===== src/rtl/flag_scheduler.sv =====
// flag_scheduler
//   Selects which of NUM_FLAGS test-pattern flags is shown. Steps on debounced
//   next/prev button presses or on a timed auto-advance, and inserts blanking
//   frames after every change. All state moves on frame_start only.
//
// Ports
//   clk          in   pixel clock
//   rst_n        in   async active-low reset
//   frame_start  in   1-cycle pulse at the first pixel of each frame
//   btn_next     in   raw async button, press steps forward
//   btn_prev     in   raw async button, press steps backward
//   auto_en      in   enables timed auto-advance
//   flag_sel     out  [3:0] registered active flag index
//   blank        out  registered, high while the pixel mux must drive black
//   changed      out  registered 1-cycle pulse on every flag_sel update
//
// state | meaning
// SHOW  | flag visible; counting dwell, accepting button events
// BLANK | output blanked for BLANK_FRAMES frames after a change
module flag_scheduler #(
    parameter int NUM_FLAGS       = 16,
    parameter int FRAMES_PER_FLAG = 300,
    parameter int BLANK_FRAMES    = 2,
    parameter int DEBOUNCE_FRAMES = 3
) (
    input  logic       clk,
    input  logic       rst_n,
    input  logic       frame_start,
    input  logic       btn_next,
    input  logic       btn_prev,
    input  logic       auto_en,
    output logic [3:0] flag_sel,
    output logic       blank,
    output logic       changed
);

    typedef enum logic {S_SHOW, S_BLANK} state_t;

    localparam logic [3:0] FLAG_LAST  = 4'(NUM_FLAGS - 1);
    localparam logic [9:0] DWELL_LAST = 10'(FRAMES_PER_FLAG - 1);
    localparam logic [3:0] BLANK_LAST = 4'((BLANK_FRAMES > 0) ? BLANK_FRAMES - 1 : 0);
    localparam logic [1:0] DEB_MAX    = 2'(DEBOUNCE_FRAMES);

    // bit 0 = next button, bit 1 = prev button
    logic [1:0]      sync1_q, sync2_q;
    logic [1:0][1:0] stable_q, stable_d;
    logic [1:0]      armed_q, armed_d;
    logic [1:0]      pending_q, pending_d;
    logic [1:0]      press;

    state_t     state_q, state_d;
    logic [3:0] flag_sel_q, flag_sel_d;
    logic       blank_q, blank_d;
    logic       changed_q, changed_d;
    logic [9:0] frame_cnt_q, frame_cnt_d;
    logic [3:0] blank_cnt_q, blank_cnt_d;
    logic       step_fwd, step_back, clr_pend;

    assign flag_sel = flag_sel_q;
    assign blank    = blank_q;
    assign changed  = changed_q;

    always_ff @(posedge clk or negedge rst_n) begin
        if (!rst_n) begin
            sync1_q     <= '0;
            sync2_q     <= '0;
            stable_q    <= '0;
            armed_q     <= '0;
            pending_q   <= '0;
            state_q     <= S_SHOW;
            flag_sel_q  <= '0;
            blank_q     <= 1'b0;
            changed_q   <= 1'b0;
            frame_cnt_q <= '0;
            blank_cnt_q <= '0;
        end else begin
            sync1_q     <= {btn_prev, btn_next};
            sync2_q     <= sync1_q;
            stable_q    <= stable_d;
            armed_q     <= armed_d;
            pending_q   <= pending_d;
            state_q     <= state_d;
            flag_sel_q  <= flag_sel_d;
            blank_q     <= blank_d;
            changed_q   <= changed_d;
            frame_cnt_q <= frame_cnt_d;
            blank_cnt_q <= blank_cnt_d;
        end
    end

    // Debounce: a press fires once when the high count reaches DEB_MAX, and
    // the button must be seen low again (re-arm) before it can fire again.
    always_comb begin
        stable_d = stable_q;
        armed_d  = armed_q;
        press    = '0;
        if (frame_start) begin
            for (int b = 0; b < 2; b++) begin
                if (sync2_q[b]) begin
                    if (stable_q[b] != DEB_MAX) begin
                        stable_d[b] = stable_q[b] + 2'd1;
                    end
                    if (stable_d[b] == DEB_MAX && armed_q[b]) begin
                        press[b]   = 1'b1;
                        armed_d[b] = 1'b0;
                    end
                end else begin
                    stable_d[b] = '0;
                    armed_d[b]  = 1'b1;
                end
            end
        end
    end

    always_comb begin
        state_d     = state_q;
        flag_sel_d  = flag_sel_q;
        blank_d     = blank_q;
        changed_d   = 1'b0;
        frame_cnt_d = frame_cnt_q;
        blank_cnt_d = blank_cnt_q;
        step_fwd    = 1'b0;
        step_back   = 1'b0;
        clr_pend    = 1'b0;

        if (frame_start) begin
            unique case (state_q)
                S_SHOW: begin
                    if (pending_q == 2'b01) begin
                        step_fwd = 1'b1;
                    end else if (pending_q == 2'b10) begin
                        step_back = 1'b1;
                    end else if (pending_q == 2'b11) begin
                        clr_pend = 1'b1;
                    end else if (auto_en && frame_cnt_q == DWELL_LAST) begin
                        step_fwd = 1'b1;
                    end else begin
                        frame_cnt_d = auto_en ? frame_cnt_q + 10'd1 : 10'd0;
                    end
                end
                S_BLANK: begin
                    frame_cnt_d = '0;
                    if (blank_cnt_q == BLANK_LAST) begin
                        state_d  = S_SHOW;
                        blank_d  = 1'b0;
                        clr_pend = 1'b1;  // presses seen while blanked are dropped
                    end else begin
                        blank_cnt_d = blank_cnt_q + 4'd1;
                    end
                end
                default: state_d = S_SHOW;
            endcase
        end

        if (step_fwd) begin
            flag_sel_d = (flag_sel_q == FLAG_LAST) ? 4'd0 : flag_sel_q + 4'd1;
        end else if (step_back) begin
            flag_sel_d = (flag_sel_q == 4'd0) ? FLAG_LAST : flag_sel_q - 4'd1;
        end

        if (step_fwd || step_back) begin
            frame_cnt_d = '0;
            clr_pend    = 1'b1;
            changed_d   = 1'b1;
            if (BLANK_FRAMES > 0) begin
                blank_d     = 1'b1;
                blank_cnt_d = '0;
                state_d     = S_BLANK;
            end
        end

        // A press latched on the same frame as a clear survives it.
        pending_d = press | (pending_q & ~{2{clr_pend}});
    end

endmodule


===== config.mk =====
export PLATFORM = sky130hd
export DESIGN_NAME = flag_scheduler
export DESIGN_NICKNAME = d
export VERILOG_FILES = /design/src/rtl/flag_scheduler.sv
export SDC_FILE = /design/constraint.sdc
export NUM_CORES = 1
export LEC_CHECK = 0
export BUFFER_PORTS_ARGS = -buffer_cell sky130_fd_sc_hd__buf_2
export CAP_MARGIN = 20
export CORE_MARGIN = 2
export CORE_UTILIZATION = 50
export DETAILED_ROUTE_END_ITERATION = 12
export HOLD_SLACK_MARGIN = 0.08
export PLACE_DENSITY = 0.7
export SYNTH_ARGS = -nofsm -noshare
export SYNTH_HDL_FRONTEND = slang
export SYNTH_SLANG_ARGS = --single-unit

===== constraint.sdc =====
create_clock -name clk -period 2.37 [get_ports clk]
set_input_delay 0.1185 -clock clk [delete_from_list [all_inputs] [get_ports clk]]
set_output_delay 0.1185 -clock clk [all_outputs]
set_load 0.01 [all_outputs]

=== After elaboration in Yosys (flattened, before gate mapping) ===
Cells that the tools add are included.

* Bits in registers: 33
* Bits of input ports: 6
* Word-level logic and storage cells: 113
* Memories kept: 0
* Output and inout bits: 6
* Bits in latches: 0
* Memory bits (read-only): 0
* RAM bits: 0

* Equality and inequality tests: 17
* Reductions and logical operators: 14
* $add $sub $neg: 6
* Multipliers: 0
* Mux-type cells: 59
* $lt $le $gt $ge: 0
* Shifts and indexed selects: 0
* Bitwise logic cells: 4
* Divide/modulo/power cells: 0

{| class="wikitable"
|+ Operators with widths
! kind !! number
|-
| $mux 10 || 7
|-
| $mux 1 || 33
|-
| $mux 4 || 8
|-
| $pmux 10 s2 || 1
|-
| $mux 2 || 9
|-
| $ne 3x3->1 const B || 4
|-
| $add 10x1->10 const B || 1
|-
| $eq 10x9->1 const B || 1
|-
| $add 4x1->4 const B || 2
|-
| $eq 2x2->1 const B || 4
|-
| $reduce_bool 2->1 || 4
|-
| $ne 2x1->1 const B || 3
|-
| $reduce_and 3->1 || 2
|-
| $reduce_and 5->1 || 1
|-
| $add 2x1->2 const B || 2
|-
| $eq 4x1->1 const B || 1
|-
| $eq 4x4->1 const B || 1
|-
| $logic_not 4->1 || 1
|-
| $ne 2x2->1 const B || 2
|-
| $reduce_and 2->1 || 2
|-
| $sub 4x1->4 const B || 1
|-
| $logic_and 1x1->1 || 3
|-
| $and 2x2->2 || 1
|-
| $eq 2x1->1 const B || 1
|-
| other kinds (5) || 5
|}

=== Logic depth before layout (Yosys ltp) ===
Gate-level depths: netlist (run 1).

* Depth in word-level cells: 13
* Mapped depth: 6
* Mapped depth without buffers: 6

=== Least setup slack after synthesis (run 1) ===
OpenSTA, ideal clock, no wires.

* Path kind: register to register
* Start point: register frame_cnt_q[2]
* End point: register flag_sel_q[0], in the netlist flag_sel[0]
* Data required time: 2.248 ns
* Cell stages (with the launch flop): 5
* Data arrival time: 1.665 ns
* Setup slack: 0.583 ns
* Cell sequence: dfrtp_1 -> nor4_4 -> a41oi_2 -> or4_1 -> a32o_1

* Cells in the longest elaborated chain, start to end: 9

{| class="wikitable"
|+ Ends and longest elaborated chain
! item !! line !! source
|-
| start, declared || 55 || <nowiki>logic [9:0] frame_cnt_q, frame_cnt_d;</nowiki>
|-
| start signal, assigned || 86 || <nowiki>frame_cnt_q <= frame_cnt_d;</nowiki>
|-
| $eq 10x9->1 (*) || 135 || <nowiki>end else if (auto_en && frame_cnt_q == DWELL_LAST) begin</nowiki>
|-
| $logic_and 1x1->1 (*) || 135 ||
|-
| $mux 1 (*) || 135 ||
|-
| $mux 1 (*) || 133 || <nowiki>end else if (pending_q == 2'b11) begin</nowiki>
|-
| $mux 1 (*) || 131 || <nowiki>end else if (pending_q == 2'b10) begin</nowiki>
|-
| $mux 1 (*) || 129 || <nowiki>if (pending_q == 2'b01) begin</nowiki>
|-
| $mux 1 (*) || 127 || <nowiki>unique case (state_q)</nowiki>
|-
| $mux 1 (*) || 126 || <nowiki>if (frame_start) begin</nowiki>
|-
| $mux 4 / $reduce_bool 2->1 (equally long branches) || -- ||
|-
| end signal, assigned || 83 || <nowiki>flag_sel_q <= flag_sel_d;</nowiki>
|-
| end, declared || 52 || <nowiki>logic [3:0] flag_sel_q, flag_sel_d;</nowiki>
|}

Every way passes the cells marked *; elsewhere a longest branch is shown, timed or not.
A chain may end at the register's enable or synchronous reset.

=== Final worst setup path (run 1) ===
Same ends and word-level chain as after synthesis.

==> impl_metrics.env, run 1 <==
export IMPL_overflow=0
export IMPL_drive_gt1_share_pct=12.00
export IMPL_fin_tns_setup_ns=0
export IMPL_tightestPinTransition_ns=0.7398
export IMPL_viasPerCell=5.793
export IMPL_finClkSkew_ns=0.01002
export IMPL_dpl_cell_area_mm2=0.001837
export IMPL_crit_type="reg -> reg"
export IMPL_drt_total_wl_um=3535
export IMPL_clk_pin_slew_ns=0.11
export IMPL_setup_viol=0
export IMPL_ant_nets=0
export IMPL_die_h_um=62.98
export IMPL_postCtsResizedCells=0
export IMPL_cts_hold_buffers=3
export IMPL_row_count=21
export IMPL_syn_nets=194
export IMPL_finalCritPeriodShare_pct=81.94
export IMPL_grt_pass1_wl_um=6451
export IMPL_synthArstFlopShare_pct=100.0
export IMPL_clock_sinks=33
export IMPL_post_cts_buffers=0
export IMPL_post_dp_hpwl_um=2588
export IMPL_crit_fanout=8
export IMPL_core_area_mm2=0.003337
export IMPL_grt_usage_pct=20.92
export IMPL_post_route_cell_area_mm2=0.001956
export IMPL_nNetsFinal=211
export IMPL_gp_congestion=0.8249
export IMPL_tritoncts="yes"
export IMPL_start_util_pct=52.12
export IMPL_cap_violations=0
export IMPL_vias=1425
export IMPL_clk_root_buffer_cell="clkbuf_4"
export IMPL_maxSlewViolCount=0
export IMPL_slew_headroom_pct=50.68
export IMPL_num_io_pins=12
export IMPL_synth_area_mm2=0.001739
export IMPL_synth_cell_types=45
export IMPL_wl_per_cell_um=14.37
export IMPL_area_growth_pct=12.45
export IMPL_start_kind="register"
export IMPL_grt_pass1_vias=1477
export IMPL_yosys_warnings=0
export IMPL_drt_first_pass_iters=4
export IMPL_avgSynthCellArea_um2=9.556
export IMPL_die_area_mm2=0.003966
export IMPL_crit_path_end_kind="register"
export IMPL_fin_crit_ns=1.942
export IMPL_crit_arrival_ns=2.17
export IMPL_ys_ff_latch=33
export IMPL_required_ns=2.60
export IMPL_clockBufferDepth=2
export IMPL_die_w_um=62.98
export IMPL_yosysSeqAreaShare_pct=47.48
export IMPL_hold_viol_final=0
export IMPL_syn_inst=182
export IMPL_rsz0062_at_grt="no"
export IMPL_powerDensity_mw_per_mm2=955.4
export IMPL_outcome="complete, no violations"
export IMPL_cts_htree_levels=2
export IMPL_fmax_mhz=515.0
export IMPL_vdd_ir_drop_max_mv=0.4925
export IMPL_drt_iter0_markers=126
export IMPL_hp_class="in -> reg"
export IMPL_clk_latency_ns=0.34
export IMPL_ys_flop_type="dfrtp_1"
export IMPL_grt_max_degree=34
export IMPL_antenna_found_initial=0
export IMPL_portBuffers=11
export IMPL_remaining_drc_errors=0
export IMPL_synth_edf_count=0
export IMPL_numCtsBuffers=5
export IMPL_n_antenna_cell=0
export IMPL_p_leak_nw=0.8416
## cell usage after synthesis (2+ instances only)
master / number / area, µm²
a211oi_1: 2 / 15.01
a21o_1: 4 / 30.03
and4_1: 2 / 17.52
and2_1: 3 / 18.77
o211ai_1: 3 / 22.52
o21a_1: 2 / 15.01
inv_1: 10 / 37.54
dfrtp_1: 33 / 825.8
nand3_1: 9 / 45.04
o21ai_0: 15 / 75.07
o22ai_1: 2 / 12.51
ha_1: 6 / 75.07
a21oi_1: 6 / 30.03
xnor2_1: 3 / 26.28
nor2b_1: 2 / 12.51
clkbuf_1: 4 / 15.01
nor2_1: 12 / 45.04
nand2_1: 21 / 78.83
nand2b_1: 4 / 25.02
a31oi_1: 8 / 50.05
nand3b_1: 3 / 22.52
nor3b_1: 4 / 30.03
nand4_1: 2 / 12.51
## logic make-up (layout without fill, tap and decap cells)
family	after synthesis	in the layout	share of synthesized area, %
flip-flops	33	33	47.48
buffers and inverters	14	32	3.022
XOR/XNOR	4	4	2.015
AND/OR/NAND/NOR	73	73	23.45
adder cells (fa/ha/maj)	6	6	4.316
AO/OA/AOI/OAI	52	52	19.71
## critical path: stages, from the launching register on
cell and delay (ns):
dfrtp_1 0.48, nor4_4 0.36, a41oi_2 0.20, or4_1 0.52
a32o_1 0.28
## placed cells by master, fill, tap and decap left out, types with 3 or more instances in the layout
cell type and n:
ha_1 6, nand2_1 21, o21ai_0 15, inv_1 10
nor2_1 12, a21o_1 4, nand3b_1 3, buf_2 11
xnor2_1 3, nor3b_1 4, o211ai_1 3, dfrtp_1 33
and2_1 3, nand3_1 9, dlygate4sd3_1 3, a31oi_1 8
clkbuf_4 5, nand2b_1 4, a21oi_1 6
## power by group
| group | leakage [nW] | internal (mW) | switching, mW |
|---|---|---|---|
| registers | 0.417 | 0.687 | 0.154 |
| logic | 0.380 | 0.256 | 0.320 |
| clock network | 0.0445 | 0.251 | 0.200 |
| total | 0.842 | 1.19 | 0.674 |
## layout make-up
| cell class | instances | area, µm² |
|---|---|---|
| timing repair buffer | 14 | 85.08 |
| clock inverter | 2 | 37.54 |
| tap | 46 | 57.56 |
| multi-input combinational | 135 | 860.8 |
| clock buffer | 6 | 51.30 |
| fill | 301 | 1381 |
| sequential | 33 | 825.8 |
| inverter | 10 | 37.54 |
## registers in the layout, indices dropped and copies added (netlist names)
name and count:
frame_cnt_q 10, blank_cnt_q 4, flag_sel 4, stable_q 4, armed_q 2, pending_q 2
sync1_q 2, sync2_q 2, blank 1, changed 1, state_q 1
## worst paths after layout
| check | from | to | slack, ns | depth (start not counted) |
|---|---|---|---|---|
| min in group asynchronous | rst_n | blank_cnt_q[0]$_DFFE_PN0P_ | 0.37 | 2 |
| max in group asynchronous | rst_n | flag_sel[3]$_DFFE_PN0N_ | 1.53 | 2 |
| max | frame_cnt_q[2]$_DFFE_PN0P_ | flag_sel[0]$_DFFE_PN0N_ | 0.43 | 4 |
| min reg2reg | sync1_q[0]$_DFF_PN0_ | sync2_q[0]$_DFF_PN0_ | 0.36 | 0 |
| max reg2reg | frame_cnt_q[2]$_DFFE_PN0P_ | flag_sel[0]$_DFFE_PN0N_ | 0.43 | 4 |
| min | frame_start | stable_q[0]$_DFFE_PN0P_ | 0.22 | 2 |
## routing by layer
layer / track usage (%) / vias up / wire length [µm]
met1: 24.06 / 689 / 1507
met4: 7.222 / 0 / 65
li1: - / 696 / -
met3: 7.207 / 8 / 155
met2: 36.04 / 32 / 1806
met5: 0 / - / 0
## stage by stage
step | hold WS, ns | utilization [%] | power [mW] | std cells | worst slack (ns)
final | 0.2157 | 58.61 | 1.868 | 246 | 0.4281
after global routing | 0.2434 | 58.61 | 2.024 | 246 | 0.3044
after CTS | 0.2089 | 58.61 | 1.884 | 246 | 0.4382
after detailed placement | 0.2187 | 55.04 | 1.429 | 235 | 0.4693
after global placement | 0.2062 | 55.04 | 1.385 | 235 | 0.5225
after floorplan | -0.1771 | - | 1.250 | 182 | 0.5833
Power figures use the tool's default switching activity.
==> run 2: changes to the inputs <==
--- a/config.mk
+++ b/config.mk
@@ -11,7 +11,7 @@
 export CORE_UTILIZATION = 50
 export DETAILED_ROUTE_END_ITERATION = 12
 export HOLD_SLACK_MARGIN = 0.08
-export PLACE_DENSITY = 0.7
+export PLACE_DENSITY = 0.73
 export SYNTH_ARGS = -nofsm -noshare
 export SYNTH_HDL_FRONTEND = slang
 export SYNTH_SLANG_ARGS = --single-unit
==> constraint.sdc (replaced) <==
create_clock -name clk -period 1.65 [get_ports clk]
set_input_delay 0.0825 -clock clk [delete_from_list [all_inputs] [get_ports clk]]
set_output_delay 0.0825 -clock clk [all_outputs]
set_load 0.01 [all_outputs]
==> run 2 against run 1 <==
The run now ends with setup timing left; core utilization is 5.3 points higher; maximum frequency is 16% higher; clock skew is 0.0059 ns higher; wire length is 11% higher; global-route usage is 0.24 points higher; sequential share of layout area is 3.5 points lower; final cell count is 7.7% higher; via count is 7.7% higher.
==> impl_metrics.env, run 2 (synthesis gave the netlist of run 1 again) <==
export IMPL_gp_congestion=0.9151
export IMPL_layout_commonest_cell="dfrtp_1"
export IMPL_die_h_um=62.98
export IMPL_dpl_cell_area_mm2=0.001967
export IMPL_hold_viol_final=0
export IMPL_multi_input_area_um2=900.9
export IMPL_fin_crit_ns=1.676
export IMPL_grt_max_degree=34
export IMPL_critPathMaxStageDelay_ns=0.44
export IMPL_portBuffers=11
export IMPL_remaining_drc_errors=0
export IMPL_area_growth_pct=22.66
export IMPL_tritoncts="yes"
export IMPL_maxSlewViolCount=0
export IMPL_clk_pin_slew_ns=0.12
export IMPL_whs_path_depth=3
export IMPL_r2r_cells=4
export IMPL_crit_fanout=2
export IMPL_final_cell_mix="dfrtp_1 (33), nand2_1 (21), buf_4 (19)"
export IMPL_p_seq_share_pct=41.8
export IMPL_crit_type="reg -> reg"
export IMPL_regMostFlops="frame_cnt_q"
export IMPL_p_leak_nw=0.9399
export IMPL_drt_first_pass_iters=4
export IMPL_rsz0062_at_grt="yes"
export IMPL_die_w_um=62.98
export IMPL_seq_area_um2=825.8
export IMPL_grt_pass1_vias=1544
export IMPL_fmax_mhz=596.7
export IMPL_powerDensity_mw_per_mm2=1314
export IMPL_vdd_ir_drop_max_mv=0.7552
export IMPL_die_area_mm2=0.003966
export IMPL_viasPerCell=5.792
export IMPL_path_cells="nor4_4, a41oi_2, or4_1, a32o_1"
export IMPL_finClkSkew_ns=0.01593
export IMPL_core_area_mm2=0.003337
export IMPL_drt_total_wl_um=3914
export IMPL_cts_htree_levels=2
export IMPL_post_dp_hpwl_um=2691
export IMPL_crit_path_end_kind="register"
export IMPL_n_antenna_cell=0
export IMPL_vias=1535
export IMPL_clk_root_buffer_cell="clkbuf_4"
export IMPL_overflow=0
export IMPL_drive_gt1_share_pct=23.29
export IMPL_grt_pass1_wl_um=6686
export IMPL_nNetsFinal=230
export IMPL_hp_class="in -> reg"
export IMPL_power_switching_mw=1.027
export IMPL_drt_iter0_markers=89
export IMPL_slowest_stage="dfrtp_1"
export IMPL_start_util_pct=52.12
export IMPL_clock_sinks=33
export IMPL_cap_violations=0
export IMPL_clock_power_share_pct=22.1
export IMPL_clk_latency_ns=0.35
export IMPL_failed_checks="setup timing"
export IMPL_required_ns=1.90
export IMPL_setup_viol=1
export IMPL_swShare_pct=36.63
export IMPL_p_int_mw=1.776
export IMPL_crit_arrival_ns=1.92
export IMPL_tightestPinTransition_ns=0.7073
export IMPL_grt_usage_pct=21.16
export IMPL_num_io_pins=12
export IMPL_slew_headroom_pct=52.85
export IMPL_post_route_cell_area_mm2=0.002133
export IMPL_numCtsBuffers=5
export IMPL_fillers=271
export IMPL_pwr_share_comb_pct=36.1
export IMPL_largest_reg_flops=10
export IMPL_row_count=21
export IMPL_power_mw=2.803
export IMPL_ant_nets=0
export IMPL_clockBufferDepth=2
export IMPL_finalCritPeriodShare_pct=101.6
export IMPL_fin_ws_ns=-0.02582
export IMPL_antenna_found_initial=0
export IMPL_start_kind="register"
export IMPL_wl_per_cell_um=14.77
export IMPL_outcome="finished with violations"
[run 2: metal layers]
layer	global-route usage (%)	share of wire, %	vias to the layer above	routed length [µm]
met3	5.586	3.4	6	133
met1	24.77	45	763	1775
met2	37.23	50	28	1949
met5	0	0	-	0
met4	7.222	1.4	0	55
li1	-	-	738	-
[run 2: cell type report]
type	instances	area share, %
clock inverter	3	2.170
multi-input combinational	135	42.23
clock buffer	5	1.760
inverter	10	1.760
tap	46	2.698
sequential	33	38.71
timing repair buffer	33	10.67
[run 2: timing repair]
item	CTS	global route
hold endpoints to repair	35	0
resized for setup	0	7
setup buffers	1	1
endpoints found under the setup margin	1	11
hold buffers	3	0
pin swaps	2	4
[run 2: stage by stage]
step	utilization (%)	cells	setup WS, ns	hold WS, ns	TNS [ns]
after detailed placement	58.94	252	-0.03411	0.1792	-0.03411
after global placement	58.94	252	-0.003010	0.1741	-0.003010
after CTS	62.58	264	-0.03077	0.09956	-0.03077
after floorplan	-	182	0.001275	-0.2131	0
after global routing	63.93	265	-0.1069	0.1054	-0.2120
final	63.93	265	-0.02582	0.09802	-0.02582
[run 2: final timing paths]
kind / slack (ns) / startpoint / endpoint
max reg2reg: -0.03 / frame_cnt_q[2]$_DFFE_PN0P_ / flag_sel[0]$_DFFE_PN0N_
max in group asynchronous: 0.87 / rst_n / armed_q[0]$_DFFE_PN0P_
min reg2reg: 0.37 / sync1_q[1]$_DFF_PN0_ / sync2_q[1]$_DFF_PN0_
min: 0.1 / frame_start / state_q$_DFFE_PN0P_
min in group asynchronous: 0.31 / rst_n / flag_sel[3]$_DFFE_PN0N_
max: -0.03 / frame_cnt_q[2]$_DFFE_PN0P_ / flag_sel[0]$_DFFE_PN0N_
[run 2: critical path, delay by kind of cell (launching register included)]
family / cells / cell delay (ns)
AOI/OAI and AO/OA: 2 / 0.42
DFF: 1 / 0.44
and+or+nand+nor: 2 / 0.73
[run 2: power groups by stage]
stage / Clock [mW] / Sequential, mW / Combinational [mW]
floorplan: 0 / 1.17 / 0.624
global placement: 0 / 1.17 / 0.925
detailed placement: 0 / 1.18 / 0.975
CTS: 0.627 / 1.17 / 0.991
global route: 0.671 / 1.20 / 1.13
finish: 0.619 / 1.17 / 1.01
==> run 3: changes to the inputs <==
--- a/config.mk
+++ b/config.mk
@@ -5,13 +5,13 @@
 export SDC_FILE = /design/constraint.sdc
 export NUM_CORES = 1
 export LEC_CHECK = 0
+export ABC_AREA = 1
 export BUFFER_PORTS_ARGS = -buffer_cell sky130_fd_sc_hd__buf_2
 export CAP_MARGIN = 20
-export CORE_MARGIN = 2
 export CORE_UTILIZATION = 50
 export DETAILED_ROUTE_END_ITERATION = 12
 export HOLD_SLACK_MARGIN = 0.08
-export PLACE_DENSITY = 0.73
+export PLACE_DENSITY = 0.72
 export SYNTH_ARGS = -nofsm -noshare
 export SYNTH_HDL_FRONTEND = slang
 export SYNTH_SLANG_ARGS = --single-unit
==> run 3 against run 2 <==
The flow now finishes without violations; worst setup slack better by 0.12 ns; clock-buffer cell count unchanged; wire length down 6.5%; worst hold slack worse by 0.010 ns; first-iteration DRC count up 4.5%; via count up 0.20%; critical path depth up 5; die area down 1.5%; register-to-register slack better by 0.12 ns; synthesized area up 5.2%; clock power down 36%; highest routed layer unchanged.
==> impl_metrics.env, run 3 <==
export IMPL_r2r_cells=9
export IMPL_core_area_mm2=0.003416
export IMPL_drt_total_wl_um=3661
export IMPL_die_area_mm2=0.003904
export IMPL_hp_class="in -> reg"
export IMPL_finClkSkew_ns=0.01750
export IMPL_seq_area_um2=825.8
export IMPL_die_w_um=62.49
export IMPL_drive_gt1_share_pct=16.02
export IMPL_post_route_cell_area_mm2=0.002085
export IMPL_tightestPinTransition_ns=0.7196
export IMPL_tritoncts="yes"
export IMPL_ys_flop_type="dfrtp_1"
export IMPL_remaining_drc_errors=0
export IMPL_post_dp_hpwl_um=2485
export IMPL_antenna_found_initial=0
export IMPL_avgSynthCellArea_um2=7.919
export IMPL_power_mw=2.625
export IMPL_synth_edf_count=0
export IMPL_grt_pass1_wl_um=6361
export IMPL_fmax_mhz=641.4
export IMPL_final_util_pct=61.03
export IMPL_finalCritPeriodShare_pct=94.49
export IMPL_ant_nets=0
export IMPL_gp_congestion=0.8743
export IMPL_clk_root_buffer_cell="clkbuf_4"
export IMPL_crit_path_end_kind="register"
export IMPL_grt_max_degree=34
export IMPL_yosys_warnings=0
export IMPL_ys_ff_latch=33
export IMPL_synth_area_mux_share_pct=0
export IMPL_area_growth_pct=13.95
export IMPL_synth_common_cells="nand2_1 (43), dfrtp_1 (33), nor2_1 (28), inv_1 (27), nand3_1 (26)"
export IMPL_overflow=0
export IMPL_required_ns=1.85
export IMPL_start_kind="register"
export IMPL_synthAdderAreaFrac_pct=4.104
export IMPL_syn_inst=231
export IMPL_viasPerCell=5.093
export IMPL_clk_pin_slew_ns=0.10
export IMPL_syn_nets=243
export IMPL_regMostFlops="frame_cnt_q"
export IMPL_slew_headroom_pct=52.03
export IMPL_synth_area_mm2=0.001829
export IMPL_synth_largest_area_cell="dfrtp_1"
export IMPL_drt_first_pass_iters=6
export IMPL_crit_fanout=8
export IMPL_die_h_um=62.49
export IMPL_hold_viol_final=0
export IMPL_drt_iter0_markers=93
export IMPL_powerDensity_mw_per_mm2=1260
export IMPL_cap_violations=0
export IMPL_multi_input_area_um2=874.6
export IMPL_vias=1538
export IMPL_synth_most_common_cell="nand2_1"
export IMPL_crit_arrival_ns=1.76
export IMPL_setup_viol=0
export IMPL_rsz0062_at_grt="no"
export IMPL_vdd_ir_drop_max_mv=0.6162
export IMPL_synth_cell_types=25
export IMPL_synth_compound_area_share_pct=8.824
export IMPL_crit_type="reg -> reg"
export IMPL_ff2ff_setup_slack_ns=0.09
export IMPL_synth_top_area_share_pct=45.14
export IMPL_maxSlewViolCount=0
export IMPL_fin_ws_ns=0.09087
export IMPL_grt_usage_pct=20.84
export IMPL_dpl_cell_area_mm2=0.001947
export IMPL_synth_xor_area_share_pct=4.309
export IMPL_cts_htree_levels=2
export IMPL_fin_crit_ns=1.559
export IMPL_synth_top_family_by_area="simple AND/OR/NAND/NOR gates"
export IMPL_p_leak_nw=1.026
export IMPL_pre_cts_ws_ns=0.1419
export IMPL_wl_per_cell_um=12.12
export IMPL_portBuffers=11
export IMPL_whs_path_depth=2
export IMPL_numCtsBuffers=5
export IMPL_clk_latency_ns=0.33
export IMPL_largest_reg_flops=10
export IMPL_grt_pass1_vias=1503
export IMPL_outcome="complete, no violations"
export IMPL_num_io_pins=12
export IMPL_final_cell_mix="nand2_1 (43), dfrtp_1 (33), inv_1 (27), nor2_1 (27), nand3_1 (25)"
export IMPL_nNetsFinal=269
export IMPL_fillers=327
export IMPL_n_antenna_cell=0
export IMPL_synth_simple_area_share_pct=28.66
export IMPL_start_util_pct=53.55
export IMPL_synthArstFlopShare_pct=100.0
export IMPL_row_count=21
export IMPL_layout_commonest_cell="nand2_1"
export IMPL_yosysSeqAreaShare_pct=45.14
export IMPL_yosys_top_cells_area="dfrtp_1 (45%), nand2_1 (8.8%), nand3_1 (7.1%)"
export IMPL_clockBufferDepth=2
export IMPL_clock_sinks=33
export IMPL_fin_tns_setup_ns=0
run 3: cell families after synthesis:
logic type | after synthesis
simple gates | 116
buf+inv | 37
flops | 33
compound gates | 30
xor+xnor | 9
fa+ha+maj | 6
run 3: path summary, 6_finish.rpt:
check,start,end
min in group asynchronous,rst_n,frame_cnt_q[4]$_DFFE_PN0P_
worst min-delay path,frame_start,state_q$_DFFE_PN0P_
worst min register to register,sync1_q[0]$_DFF_PN0_,sync2_q[0]$_DFF_PN0_
max in group asynchronous,rst_n,flag_sel[1]$_DFFE_PN0N_
worst max register to register,frame_cnt_q[0]$_DFFE_PN0P_,pending_q[1]$_DFF_PN0_
worst max-delay path,frame_cnt_q[0]$_DFFE_PN0P_,pending_q[1]$_DFF_PN0_
run 3: per-layer routing:
layer  up-vias  part of all wire (%)  track usage (%)
li1        801                     -                -
met1       716                    47            25.62
met4         0                  0.63            7.849
met2        19                    49            35.33
met5         -                     0                0
met3         2                   3.0            4.927
run 3: repair_timing:
action	CTS	global route
buffers inserted	0	4
hold buffers	3	0
endpoints found under the setup margin	0	5
endpoints found under the hold margin	35	0
resized for setup	0	5
run 3: area by class of cell:
class / count / share of cell area, %
Multi-Input combinational cell: 162 / 41.96
Sequential cell: 33 / 39.62
Timing Repair Buffer: 26 / 8.403
Inverter: 29 / 5.222
Tap cell: 46 / 2.761
Clock buffer: 5 / 1.801
Clock inverter: 1 / 0.2401
run 3: worst max-delay path, cell delays in order, from the launching register on:
cell and delay, ns:
dfrtp_1 0.41, ha_2 0.20, nand2_1 0.06, nor2_2 0.10
nand3_2 0.10, nand2_4 0.14, nand2_8 0.08, buf_4 0.17
nand3_1 0.07, o21ai_0 0.09
run 3: stage by stage:
step,cells,hold slack [ns]
after floorplan,231,-0.2131
after global placement,288,0.1810
after detailed placement,288,0.1832
after CTS,297,0.08010
after global routing,302,0.09343
final,302,0.08790
run 3: power breakdown:
part | total [mW] | switching [mW] | internal [mW]
sequential | 1.19 | 0.197 | 0.991
combinational | 1.04 | 0.620 | 0.420
clock | 0.398 | 0.250 | 0.148
total | 2.63 | 1.07 | 1.56
